[config.mk]
export PLATFORM = sky130hd
export DESIGN_NAME = sap_control_sequencer
export DESIGN_NICKNAME = d
export VERILOG_FILES = /design/src/rtl/sap_pkg.sv /design/src/rtl/sap_step_counter.sv /design/src/rtl/sap_control_sequencer.sv
export SDC_FILE = /design/constraint.sdc
export NUM_CORES = 1
export LEC_CHECK = 0
export CELL_PAD_IN_SITES_DETAIL_PLACEMENT = 1
export CELL_PAD_IN_SITES_GLOBAL_PLACEMENT = 2
export CORE_ASPECT_RATIO = 1.4
export CORE_UTILIZATION = 21
export CTS_CLUSTER_DIAMETER = 50
export CTS_CLUSTER_SIZE = 12
export DETAILED_ROUTE_END_ITERATION = 7
export PLACE_DENSITY = 0.85
export SETUP_SLACK_MARGIN = 0.05
export SYNTH_ARGS = -nofsm -noshare
export SYNTH_HDL_FRONTEND = slang
export SYNTH_HIERARCHICAL = 1
export SYNTH_SLANG_ARGS = --single-unit
[constraint.sdc]
create_clock -name clk_i -period 2.95 [get_ports clk_i]
set_input_delay 0.4425 -clock clk_i [delete_from_list [all_inputs] [get_ports clk_i]]
set_output_delay 0.4425 -clock clk_i [all_outputs]
set_load 0.01 [all_outputs]
[src/rtl/sap_pkg.sv]
// Shared definitions for the SAP-style 8-bit CPU control sequencer:
// opcode values, T-state numbers, control-word bit positions and the FSM state type.
// No ports (package).
package sap_pkg;

   localparam int OPCODE_W = 4;
   localparam int STEP_W   = 3;

   // Instruction opcodes (IR upper nibble); 1001..1101 are undefined and decode as NOP
   localparam logic [OPCODE_W-1:0] OP_NOP = 4'b0000;
   localparam logic [OPCODE_W-1:0] OP_LDA = 4'b0001;
   localparam logic [OPCODE_W-1:0] OP_ADD = 4'b0010;
   localparam logic [OPCODE_W-1:0] OP_SUB = 4'b0011;
   localparam logic [OPCODE_W-1:0] OP_STA = 4'b0100;
   localparam logic [OPCODE_W-1:0] OP_LDI = 4'b0101;
   localparam logic [OPCODE_W-1:0] OP_JMP = 4'b0110;
   localparam logic [OPCODE_W-1:0] OP_JC  = 4'b0111;
   localparam logic [OPCODE_W-1:0] OP_JZ  = 4'b1000;
   localparam logic [OPCODE_W-1:0] OP_OUT = 4'b1110;
   localparam logic [OPCODE_W-1:0] OP_HLT = 4'b1111;

   // T-states: T0/T1 fetch, T2..T4 execute
   localparam logic [STEP_W-1:0] T0 = 3'd0;
   localparam logic [STEP_W-1:0] T1 = 3'd1;
   localparam logic [STEP_W-1:0] T2 = 3'd2;
   localparam logic [STEP_W-1:0] T3 = 3'd3;
   localparam logic [STEP_W-1:0] T4 = 3'd4;

   // Control-word bit positions
   localparam int CW_W   = 16;
   localparam int CW_LP  = 0;
   localparam int CW_EP  = 1;
   localparam int CW_CP  = 2;
   localparam int CW_OI  = 3;
   localparam int CW_FI  = 4;
   localparam int CW_SU  = 5;
   localparam int CW_EO  = 6;
   localparam int CW_BI  = 7;
   localparam int CW_AO  = 8;
   localparam int CW_AI  = 9;
   localparam int CW_IO  = 10;
   localparam int CW_II  = 11;
   localparam int CW_RO  = 12;
   localparam int CW_RI  = 13;
   localparam int CW_MI  = 14;
   localparam int CW_HLT = 15;

   typedef logic [CW_W-1:0] ctrl_word_t;

   typedef enum logic {
      ST_RUN  = 1'b0,
      ST_HALT = 1'b1
   } seq_state_t;

endpackage

[src/rtl/sap_step_counter.sv]
// T-state counter: advances on run, wraps at NUM_STEPS, holds while frozen, sync reset to T0.
// Ports: clk_i, rst_i (sync, active-high), run_i (advance enable), freeze_i (hold, halt path),
//        step_o (current T-state, registered).
module sap_step_counter
   import sap_pkg::*;
#(
   parameter int NUM_STEPS = 5
) (
   input  logic              clk_i,
   input  logic              rst_i,
   input  logic              run_i,
   input  logic              freeze_i,
   output logic [STEP_W-1:0] step_o
);

   localparam logic [STEP_W-1:0] LAST_STEP = STEP_W'(NUM_STEPS - 1);

   logic [STEP_W-1:0] step_q;
   logic [STEP_W-1:0] step_d;

   always_comb begin
      step_d = step_q;
      if (run_i && !freeze_i) begin
         step_d = (step_q == LAST_STEP) ? '0 : step_q + STEP_W'(1);
      end
   end

   always_ff @(posedge clk_i) begin
      if (rst_i) step_q <= '0;
      else       step_q <= step_d;
   end

   assign step_o = step_q;

endmodule

[src/rtl/sap_control_sequencer.sv]
// Control sequencer: RUN/HALT state plus combinational microcode decode of {state, step, opcode, flags}.
// Ports: clk_i, rst_i (sync, active-high), run_i, opcode_i, carry_flag_i, zero_flag_i in;
//        step_o, hlt_o and one output per control strobe (mi ri ro ii io ai ao bi eo su fi oi cp ep lp).
module sap_control_sequencer
   import sap_pkg::*;
#(
   parameter int NUM_STEPS = 5
) (
   input  logic                clk_i,
   input  logic                rst_i,
   input  logic                run_i,
   input  logic [OPCODE_W-1:0] opcode_i,
   input  logic                carry_flag_i,
   input  logic                zero_flag_i,
   output logic [STEP_W-1:0]   step_o,
   output logic                hlt_o,
   output logic                mi_o,
   output logic                ri_o,
   output logic                ro_o,
   output logic                ii_o,
   output logic                io_o,
   output logic                ai_o,
   output logic                ao_o,
   output logic                bi_o,
   output logic                eo_o,
   output logic                su_o,
   output logic                fi_o,
   output logic                oi_o,
   output logic                cp_o,
   output logic                ep_o,
   output logic                lp_o
);

   seq_state_t        state_q;
   seq_state_t        state_d;
   logic [STEP_W-1:0] step_q;
   ctrl_word_t        ucode;
   ctrl_word_t        cw;

   // Counter must not advance on the HLT edge, so the step stays parked at T2.
   sap_step_counter #(.NUM_STEPS(NUM_STEPS)) u_step (
      .clk_i    (clk_i),
      .rst_i    (rst_i),
      .run_i    (run_i),
      .freeze_i (cw[CW_HLT]),
      .step_o   (step_q)
   );

   always_comb begin
      ucode = '0;
      if (state_q == ST_HALT) begin
         ucode[CW_HLT] = 1'b1;
      end else if (run_i) begin
         unique case (step_q)
            T0: begin ucode[CW_EP] = 1'b1; ucode[CW_MI] = 1'b1; end
            T1: begin ucode[CW_RO] = 1'b1; ucode[CW_II] = 1'b1; ucode[CW_CP] = 1'b1; end
            T2: begin
               unique case (opcode_i)
                  OP_LDA, OP_ADD, OP_SUB, OP_STA: begin
                     ucode[CW_IO] = 1'b1; ucode[CW_MI] = 1'b1;
                  end
                  OP_LDI: begin ucode[CW_IO] = 1'b1; ucode[CW_AI] = 1'b1; end
                  OP_JMP: begin ucode[CW_IO] = 1'b1; ucode[CW_LP] = 1'b1; end
                  // Conditional jumps look at the flags only here in T2
                  OP_JC:  begin ucode[CW_IO] = carry_flag_i; ucode[CW_LP] = carry_flag_i; end
                  OP_JZ:  begin ucode[CW_IO] = zero_flag_i;  ucode[CW_LP] = zero_flag_i;  end
                  OP_OUT: begin ucode[CW_AO] = 1'b1; ucode[CW_OI] = 1'b1; end
                  OP_HLT: ucode[CW_HLT] = 1'b1;
                  default: ;
               endcase
            end
            T3: begin
               unique case (opcode_i)
                  OP_LDA:         begin ucode[CW_RO] = 1'b1; ucode[CW_AI] = 1'b1; end
                  OP_ADD, OP_SUB: begin ucode[CW_RO] = 1'b1; ucode[CW_BI] = 1'b1; end
                  OP_STA:         begin ucode[CW_AO] = 1'b1; ucode[CW_RI] = 1'b1; end
                  default: ;
               endcase
            end
            T4: begin
               if (opcode_i == OP_ADD || opcode_i == OP_SUB) begin
                  ucode[CW_EO] = 1'b1;
                  ucode[CW_AI] = 1'b1;
                  ucode[CW_FI] = 1'b1;
                  ucode[CW_SU] = (opcode_i == OP_SUB);
               end
            end
            default: ;   // padding steps beyond T4 are idle
         endcase
      end
   end

   // Reset blanks every strobe in the cycle it is asserted.
   assign cw = rst_i ? '0 : ucode;

   always_comb begin
      state_d = state_q;
      if (state_q == ST_RUN && cw[CW_HLT]) state_d = ST_HALT;
   end

   always_ff @(posedge clk_i) begin
      if (rst_i) state_q <= ST_RUN;
      else       state_q <= state_d;
   end

   assign step_o = step_q;
   assign hlt_o  = cw[CW_HLT];
   assign mi_o   = cw[CW_MI];
   assign ri_o   = cw[CW_RI];
   assign ro_o   = cw[CW_RO];
   assign ii_o   = cw[CW_II];
   assign io_o   = cw[CW_IO];
   assign ai_o   = cw[CW_AI];
   assign ao_o   = cw[CW_AO];
   assign bi_o   = cw[CW_BI];
   assign eo_o   = cw[CW_EO];
   assign su_o   = cw[CW_SU];
   assign fi_o   = cw[CW_FI];
   assign oi_o   = cw[CW_OI];
   assign cp_o   = cw[CW_CP];
   assign ep_o   = cw[CW_EP];
   assign lp_o   = cw[CW_LP];

endmodule

==> After elaboration in Yosys (flattened, before gate mapping) <==
Index checks and enable logic that the tools add are counted.
{ "classes": {"addsub": 1, "n_reduce_logical": 9, "mux": 30, "n_bitwise": 1, "eq_ne": 14} }
{ "op_table": {"columns": ["operator", "count"], "rows": [
  ["16-bit two-way mux", 2],
  ["1-bit two-way mux", 18],
  ["4-bit by 3-bit == test with 1-bit output, second input constant", 4],
  ["15-bit two-way mux", 1],
  ["4-bit == test, second input constant", 3],
  ["3-bit two-way mux", 3],
  ["1-bit case mux with 3 select lines", 3],
  ["4-bit by 2-bit == test with 1-bit output, second input constant", 2],
  ["3-bit by 2-bit == test with 1-bit output, second input constant", 2],
  ["1-bit case mux with 2 select lines", 3],
  ["6-bit OR reduction", 1],
  ["4-bit by 1-bit == test with 1-bit output, second input constant", 1],
  ["4-bit OR reduction", 1],
  ["3-bit by 1-bit adder with 3-bit output, second input constant", 1],
  ["3-bit by 1-bit == test with 1-bit output, second input constant", 1],
  ["3-bit == test, second input constant", 1],
  ["3-bit logical NOT", 1],
  ["3-bit OR reduction", 1],
  ["1-bit logical AND", 2],
  ["2-bit OR reduction", 1],
  ["1-bit logical NOT", 1],
  ["1-bit logical OR", 1],
  ["1-bit NOT", 1]
]} }
{ "totals": {"input_bits": 9, "elab_cells": 57, "reg_bits": 4, "out_inout_bits": 19} }

==> Logic depth before layout (Yosys ltp) <==
Gate-level depths: netlist (run 1).
{ "logic_depth": {"ltp_word": 9, "ltp_mapped": 7, "ltp_nobuf": 6} }

==> Modules after synthesis <==
The synthesis (run 1) kept the hierarchy.
{ "modules_own_cells": {"columns": ["mod", "seq_area_each_um2", "cells_each", "area_each_um2", "n_inst"], "rows": [
  ["sap_control_sequencer", 20.0, 57, 392.9, 1],
  ["sap_step_counter", 60.1, 20, 167.7, 1]
]} }

==> Least setup slack after synthesis (run 1) <==
No wires, ideal clock.
{ "synth_timing": {"path_kind": "input-to-output", "from": "input rst_i", "to": "output ii_o", "arrival_ps": 1279, "stages": 4, "t_required_ps": 2508, "n_path_buf": 1, "path_slack_ps": 1229, "path_cell_list": "nor4b_4 nand2_1 nor2_1 buf_4"} }
{ "synth_between": {"elab_chain_cells": 1} }
{ "synth_rtl": {"columns": ["element", "line_no", "source"], "rows": [
  ["start, declared", "sap_control_sequencer.sv:10", "input logic rst_i,"],
  ["16-bit two-way mux", "sap_control_sequencer.sv:94", "assign cw = rst_i ? '0 : ucode;"],
  ["end, declared", "sap_control_sequencer.sv:20", "output logic ii_o,"]
]} }
Every way passes these cells.

==> Worst setup path in the final report (run 1) <==
{ "layout_timing": {"from": "input opcode_i[2]", "to": "output ai_o"} }
{ "layout_between": {"elab_chain_cells": 7, "elab_cells_between_ends": 12, "classes_between": "eq/ne (4); mux (7); reduce/logical (1)"} }
{ "layout_rtl": {"columns": ["element", "line_no", "source"], "rows": [
  ["start, declared", "sap_control_sequencer.sv:12", "input logic [OPCODE_W-1:0] opcode_i,"],
  ["4-bit by 2-bit == test with 1-bit output", "sap_control_sequencer.sv:81", "if (opcode_i == OP_ADD || opcode_i == OP_SUB) begin"],
  ["1-bit logical OR", "sap_control_sequencer.sv:81", null],
  ["1-bit two-way mux", "sap_control_sequencer.sv:81", null],
  ["1-bit case mux with 3 select lines *", "sap_control_sequencer.sv:54", "unique case (step_q)"],
  ["16-bit two-way mux *", "sap_control_sequencer.sv:53", "end else if (run_i) begin"],
  ["15-bit two-way mux *", "sap_control_sequencer.sv:51", "if (state_q == ST_HALT) begin"],
  ["16-bit two-way mux *", "sap_control_sequencer.sv:94", null],
  ["end, declared", "sap_control_sequencer.sv:22", "output logic ai_o,"]
]} }
Every way passes the cells marked *; elsewhere a longest branch is shown, timed or not.

==> results of run 1 <==
==> kinds of logic (layout without fill, tap and decap cells) <==
logic type | Yosys count | after routing | synth area share [%]
and+or+nand+nor | 44 | 44 | 52.2
AOI/OAI and AO/OA | 17 | 17 | 17.6
buffers and inverters | 9 | 36 | 9.82
DFF | 4 | 4 | 14.3
adders and majority gates | 2 | 2 | 4.46
xor gates and xnor gates | 1 | 1 | 1.56
==> cell usage in the layout (no fill, tap or decap), types with 2 or more instances in the layout <==
master	Yosys	final
nand2b_1	2	2
and2_1	2	2
nor4bb_1	2	2
nand3b_1	3	3
ha_1	2	2
and3_1	2	2
nor2_1	11	11
clkbuf_4	0	3
o21bai_1	3	3
nand3_1	2	2
inv_1	2	2
and3b_1	2	2
clkdlybuf4s50_1	0	26
buf_4	3	4
nand2_1	8	8
a21oi_1	6	6
dfxtp_1	4	4
o21ai_0	4	4
==> state kept, by name, summed over array words and instances, names as in the netlist <==
signal,cells
state_q,1
u_step/step_o,3
==> per-stage QoR <==
stage / setup slack (ns) / util [%] / hold WS (ns) / std cells / cell area [um2]
2_1_floorplan: 1.23 / - / 0.505 / 77 / 561
3_3_place_gp: 0.0885 / 34.7 / 0.594 / 135 / 856
3_5_place_dp: 0.121 / 34.7 / 0.619 / 135 / 856
4_1_cts: 0.112 / 35.6 / 0.629 / 138 / 878
5_1_grt: 0.117 / 35.9 / 0.662 / 138 / 886
6_report: 0.259 / 35.9 / 0.622 / 138 / 886
==> worst paths after layout <==
path / slack (ns) / to / cells past startpoint / from
worst max-delay path: 0.26 / ai_o / 5 / opcode_i[2]
worst min-delay path: 0.62 / state_q / 2 / state_q
worst max register to register: 1.20 / u_step/step_o[2] / 7 / u_step/step_o[1]
worst min register to register: 0.62 / state_q / 2 / state_q
==> metal layers <==
metal,routed length (um),share of wire (%),vias to the layer above
li1,-,-,326
met1,740,42,301
met2,923,52,21
met3,74,4.2,4
met4,37,2.1,0
met5,0,0,-
==> final cells by class <==
cell class	instances	share of cell area (%)
multi-input combinational	64	48.6
timing repair buffer	31	34.2
sequential	4	9.04
tap	34	4.80
clock buffer	3	2.54
inverter	2	0.847
==> timing repair <==
item / 4_1_cts / 5_1_grt
setup endpoints to repair: 0 / 2
resized for setup: 0 / 2
hold endpoints to repair: 0 / 0
==> critical path, delay by kind of cell <==
| family | cells | cell delay, ns |
|---|---|---|
| compound gates | 1 | 0.12 |
| buf+inv | 2 | 1.16 |
| simple gates | 2 | 0.52 |
==> cells in the mapped netlist (2+ instances only) <==
| master | number | share of area, % |
|---|---|---|
| nor2_1 | 11 | 7.4 |
| nand2_1 | 8 | 5.4 |
| a21oi_1 | 6 | 5.4 |
| dfxtp_1 | 4 | 14 |
| o21ai_0 | 4 | 3.6 |
| buf_4 | 3 | 4.0 |
| nand3b_1 | 3 | 4.0 |
| o21bai_1 | 3 | 4.0 |
| and2_1 | 2 | 2.2 |
| and3_1 | 2 | 2.2 |
| and3b_1 | 2 | 3.1 |
| buf_2 | 2 | 1.8 |
| ha_1 | 2 | 4.5 |
| inv_1 | 2 | 1.3 |
| nand2b_1 | 2 | 2.2 |
| nand3_1 | 2 | 1.8 |
| nor3b_1 | 2 | 2.7 |
| nor4bb_1 | 2 | 3.6 |
==> power groups by stage <==
stage / registers (mW) / clock network (mW) / logic, mW
after global routing: 0.0660 / 0.0733 / 0.0792
after detailed placement: 0.0659 / 0 / 0.0719
after floorplan: 0.0628 / 0 / 0.0407
after global placement: 0.0652 / 0 / 0.0702
after CTS: 0.0651 / 0.0732 / 0.0726
final: 0.0649 / 0.0689 / 0.0716
==> metrics.txt, run 1 <==
Max VDD drop=0.140 mV; DRT iter0 DRCs=3; CP Capture Type=primary output; diode count=0; core footprint=2470 um2; drt pass-1 iters=2; register area share after synthesis=14.3%; GR Layer Usage met1=13.1%; GRT overflow=0; Primary FF master, synth=dfxtp_1; Post-Syn Nets=88; Synth warnings=6; CTS root buf=clkbuf_4; Clock Sinks=4; Max stage delay on crit path=0.61 ns; clock insertion delay at the later pin of the skew report=0.24 ns; # DRC=0; Worst Skew=0.00167 ns; maximum fanout along the worst path=12; clock power share=33.5%; fin crit period=2.69 ns; largest net degree at the start of global routing=15; Initial Util=22.7%; Net Sw Frac=31.3%; met3 usage in global routing=0.860%; Post-synth EDFFs=0; FMAX=372 MHz; Bufs on Longest Clock Path=2; multi-input logic area=430 um2; Yosys cell types=33; vias=652; GRT Total Usage=13.3%; num rows=21; sequential cell area=80.1 um2; CTS Buf Count=3; vias per inst=4.72; total power=0.206 mW; power density over the cells=232 nW/um2; critical path required time=2.51 ns; combinational share of power=34.9%; Most Frequent Cell on Critical Path=clkdlybuf4s50_1; gpl congestion=0.666; die width=45.7 um; fin nets=117; vias in the first global route=702; P_leak=0.335 nW; Worst Setup Start Kind=primary input; cells along the critical path=clkdlybuf4s50_1, nor3b_2, and3_1, o21bai_1, clkdlybuf4s50_1; Post-CTS Setup Repair Bufs=0; status=complete, no violations; CTS Hold Bufs=0; most used routing layer=met2; type of the worst setup path=in -> out; first-pass GRT wire length=2850 um; CTS tree=done; I/O Buffers=27; Syn-to-layout area delta=58.0%; Die Ht=63.1 um; final setup fails=0; antenna violations before repair=0; Synth Cell Area=561 um2; Max Cap Viol=0; Slew @ Worst Pin=0.473 ns; synthesized area per cell=7.28 um2; H-tree depth=1; worst hold path type=reg -> reg; Async SR Flop Fraction=0%; # fillers=324; slowest CP cell=clkdlybuf4s50_1; M2 GR Usage=24.8%; Reg clk slew, reported paths=0.03 ns; layout cells sized above 1=13.5%; Mapped Cells=77; DPL Wire Length=1380 um; Die ar.=2880 um2; Reg power frac=31.6%; Slew Viols, Final=0; antenna-violating nets left=0; Int Power=0.141 mW; RSZ-0062 raised after global routing=false; total detailed-routing wirelength=1780 um; Ports=28; crit share post-route=91.2%; Fin. Hold Viols=0; Rel. slew slack=68.4%; Worst Path Arrival=2.25 ns; Wirelength per Cell=12.9 um; setup total negative slack=0 ns; net switching power=0.0643 mW; FF+latch count, synth=4
(Power assumes the default switching activity.)
==> run 2: changes to the inputs <==
--- a/config.mk
+++ b/config.mk
@@ -13,6 +13,7 @@
 export CTS_CLUSTER_SIZE = 12
 export DETAILED_ROUTE_END_ITERATION = 7
 export PLACE_DENSITY = 0.85
+export RECOVER_POWER = 100
 export SETUP_SLACK_MARGIN = 0.05
 export SYNTH_ARGS = -nofsm -noshare
 export SYNTH_HDL_FRONTEND = slang
==> metrics.txt, run 2 (synthesized netlist as in run 1, its figures left out) <==
status=complete, no violations; Die Ht=63.1 um (unchanged); Slew @ Worst Pin=0.467 ns (-0.00690 ns); Most Frequent Cell on Critical Path=dlygate4sd3_1; power density over the cells=231 nW/um2 (-0.54%); die width=45.7 um (unchanged); Bufs on Longest Clock Path=2 (unchanged); CTS Buf Count=3 (unchanged); DPL Wire Length=1380 um (unchanged); Crit. path cell count=5 (unchanged); CTS root buf=clkbuf_4; max reg flops=3 (unchanged); P_leak=0.368 nW (+9.8%); Rel. slew slack=68.9% (+0.46 points); CP top delay family=buffers and inverters; Reg clk slew, reported paths=0.03 ns (about the same); total detailed-routing wirelength=1760 um (-0.96%); slowest CP cell=dlygate4sd3_1; cells along the critical path=dlygate4sd3_1, and4bb_2, o21bai_1, a21oi_1, dlygate4sd3_1; clock insertion delay at the later pin of the skew report=0.24 ns (about the same); PostCTS Resize Cnt=0 (unchanged); final setup fails=0 (unchanged); vias=654 (+0.31%); Worst Setup Start Kind=primary input; H-tree depth=1 (unchanged); layout cells sized above 1=12.5% (-0.96 points); vias per inst=4.74 (+0.31%); Non-Filler Instances=138 (unchanged); Fin. Hold Viols=0 (unchanged); Cell Count Post-Placement=135 (unchanged); Ports=28 (unchanged); core footprint=2470 um2 (unchanged); commonest non-fill, non-tap cell in the layout=dlygate4sd3_1; crit share post-route=93.5% (+2.3 points); largest net degree at the start of global routing=15 (unchanged); Post-CTS Setup Repair Bufs=0 (unchanged); Wirelength per Cell=12.7 um (-0.96%); FMAX=363 MHz (-2.4%); GRT overflow=0 (unchanged); Die ar.=2880 um2 (unchanged); setup total negative slack=0 ns (unchanged); critical path required time=2.51 ns (about the same); antenna violations before repair=0 (unchanged); Worst Path Arrival=2.32 ns (+0.07 ns); fin crit period=2.76 ns (+0.0667 ns); maximum fanout along the worst path=12 (unchanged); vias in the first global route=702 (unchanged); RSZ-0062 raised after global routing=false; Syn-to-layout area delta=56.7%; WP buf/inv=2 (unchanged); worst hold path type=reg -> reg; first-pass GRT wire length=2850 um (unchanged); num rows=21 (unchanged); Initial Util=22.7% (unchanged); Slew Viols, Final=0 (unchanged); total power=0.203 mW (-1.4%); CP Capture Type=primary output; Max Cap Viol=0 (unchanged); Max stage delay on crit path=0.78 ns (+0.17 ns); Worst Skew=0.00153 ns (-0.000142 ns); diode count=0 (unchanged); most frequent cells in the layout=dlygate4sd3_1 (14), clkdlybuf4s50_1 (12), nor2_1 (11), nand2_1 (8), a21oi_1 (6); CTS tree=done; gpl congestion=0.666 (unchanged); fin nets=117 (unchanged); post-layout util=35.6% (-0.30 points); type of the worst setup path=in -> out; DRT iter0 DRCs=2 (-1); hold depth=2 (unchanged); Clock Sinks=4 (unchanged); GRT Total Usage=13.3% (unchanged); cells on worst reg2reg path=7 (unchanged); CTS Hold Bufs=0 (unchanged); antenna-violating nets left=0 (unchanged); # DRC=0 (unchanged); Max VDD drop=0.139 mV (-0.25%); I/O Buffers=27 (unchanged); drt pass-1 iters=2 (unchanged)
## run 2: layout make-up
type / count / area (um2)
clock buffers: 3 / 22.5
inverters: 2 / 7.51
flip-flops and latches: 4 / 80.1
repair buffers: 31 / 303
fillers: 324 / 1590
multi-input cells: 64 / 423
well taps: 34 / 42.5
## run 2: power breakdown
| group | internal [mW] | leakage [nW] | switching [mW] | total [mW] |
|---|---|---|---|---|
| Clock | 0.0456 | 0.0138 | 0.0238 | 0.0694 |
| Combinational | 0.0358 | 0.322 | 0.0326 | 0.0684 |
| Sequential | 0.0568 | 0.0326 | 0.00799 | 0.0648 |
## run 2: per-stage QoR
stage	setup WS, ns	hold WS (ns)	area, um2
detailed placement	0.121	0.619	856
global route	0.0685	0.660	878
CTS	0.112	0.629	878
floorplan	1.23	0.505	561
finish	0.192	0.622	878
global placement	0.0885	0.594	856
## run 2: final timing paths
kind               startpoint          endpoint  slack (ns)
min reg2reg           state_q           state_q        0.62
max reg2reg  u_step/step_o[0]  u_step/step_o[1]        1.15
max               opcode_i[2]              lp_o        0.19
min                   state_q           state_q        0.62
## run 2: worst min-delay path: cells and delay by family (launching register included)
kind,cells,cell delay [ns]
flops,1,0.40
simple gates,1,0.09
compound gates,1,0.09
## run 2: routing by layer
| layer | routed length, um | global-route usage [%] | vias to the layer above | share of wire (%) |
|---|---|---|---|---|
| met3 | 80 | 0.860 | 4 | 4.6 |
| met5 | 0 | 0 | - | 0 |
| met4 | 37 | 7.95 | 0 | 2.1 |
| li1 | - | - | 326 | - |
| met1 | 718 | 13.1 | 303 | 41 |
| met2 | 922 | 24.8 | 21 | 52 |
==> run 3: changes to the inputs <==
--- a/config.mk
+++ b/config.mk
@@ -12,6 +12,7 @@
 export CTS_CLUSTER_DIAMETER = 50
 export CTS_CLUSTER_SIZE = 12
 export DETAILED_ROUTE_END_ITERATION = 7
+export GPL_ROUTABILITY_DRIVEN = 0
 export PLACE_DENSITY = 0.85
 export RECOVER_POWER = 100
 export SETUP_SLACK_MARGIN = 0.05
==> results of run 3 <==
No change in the layout: final DEF, timing and power equal those of run 2.
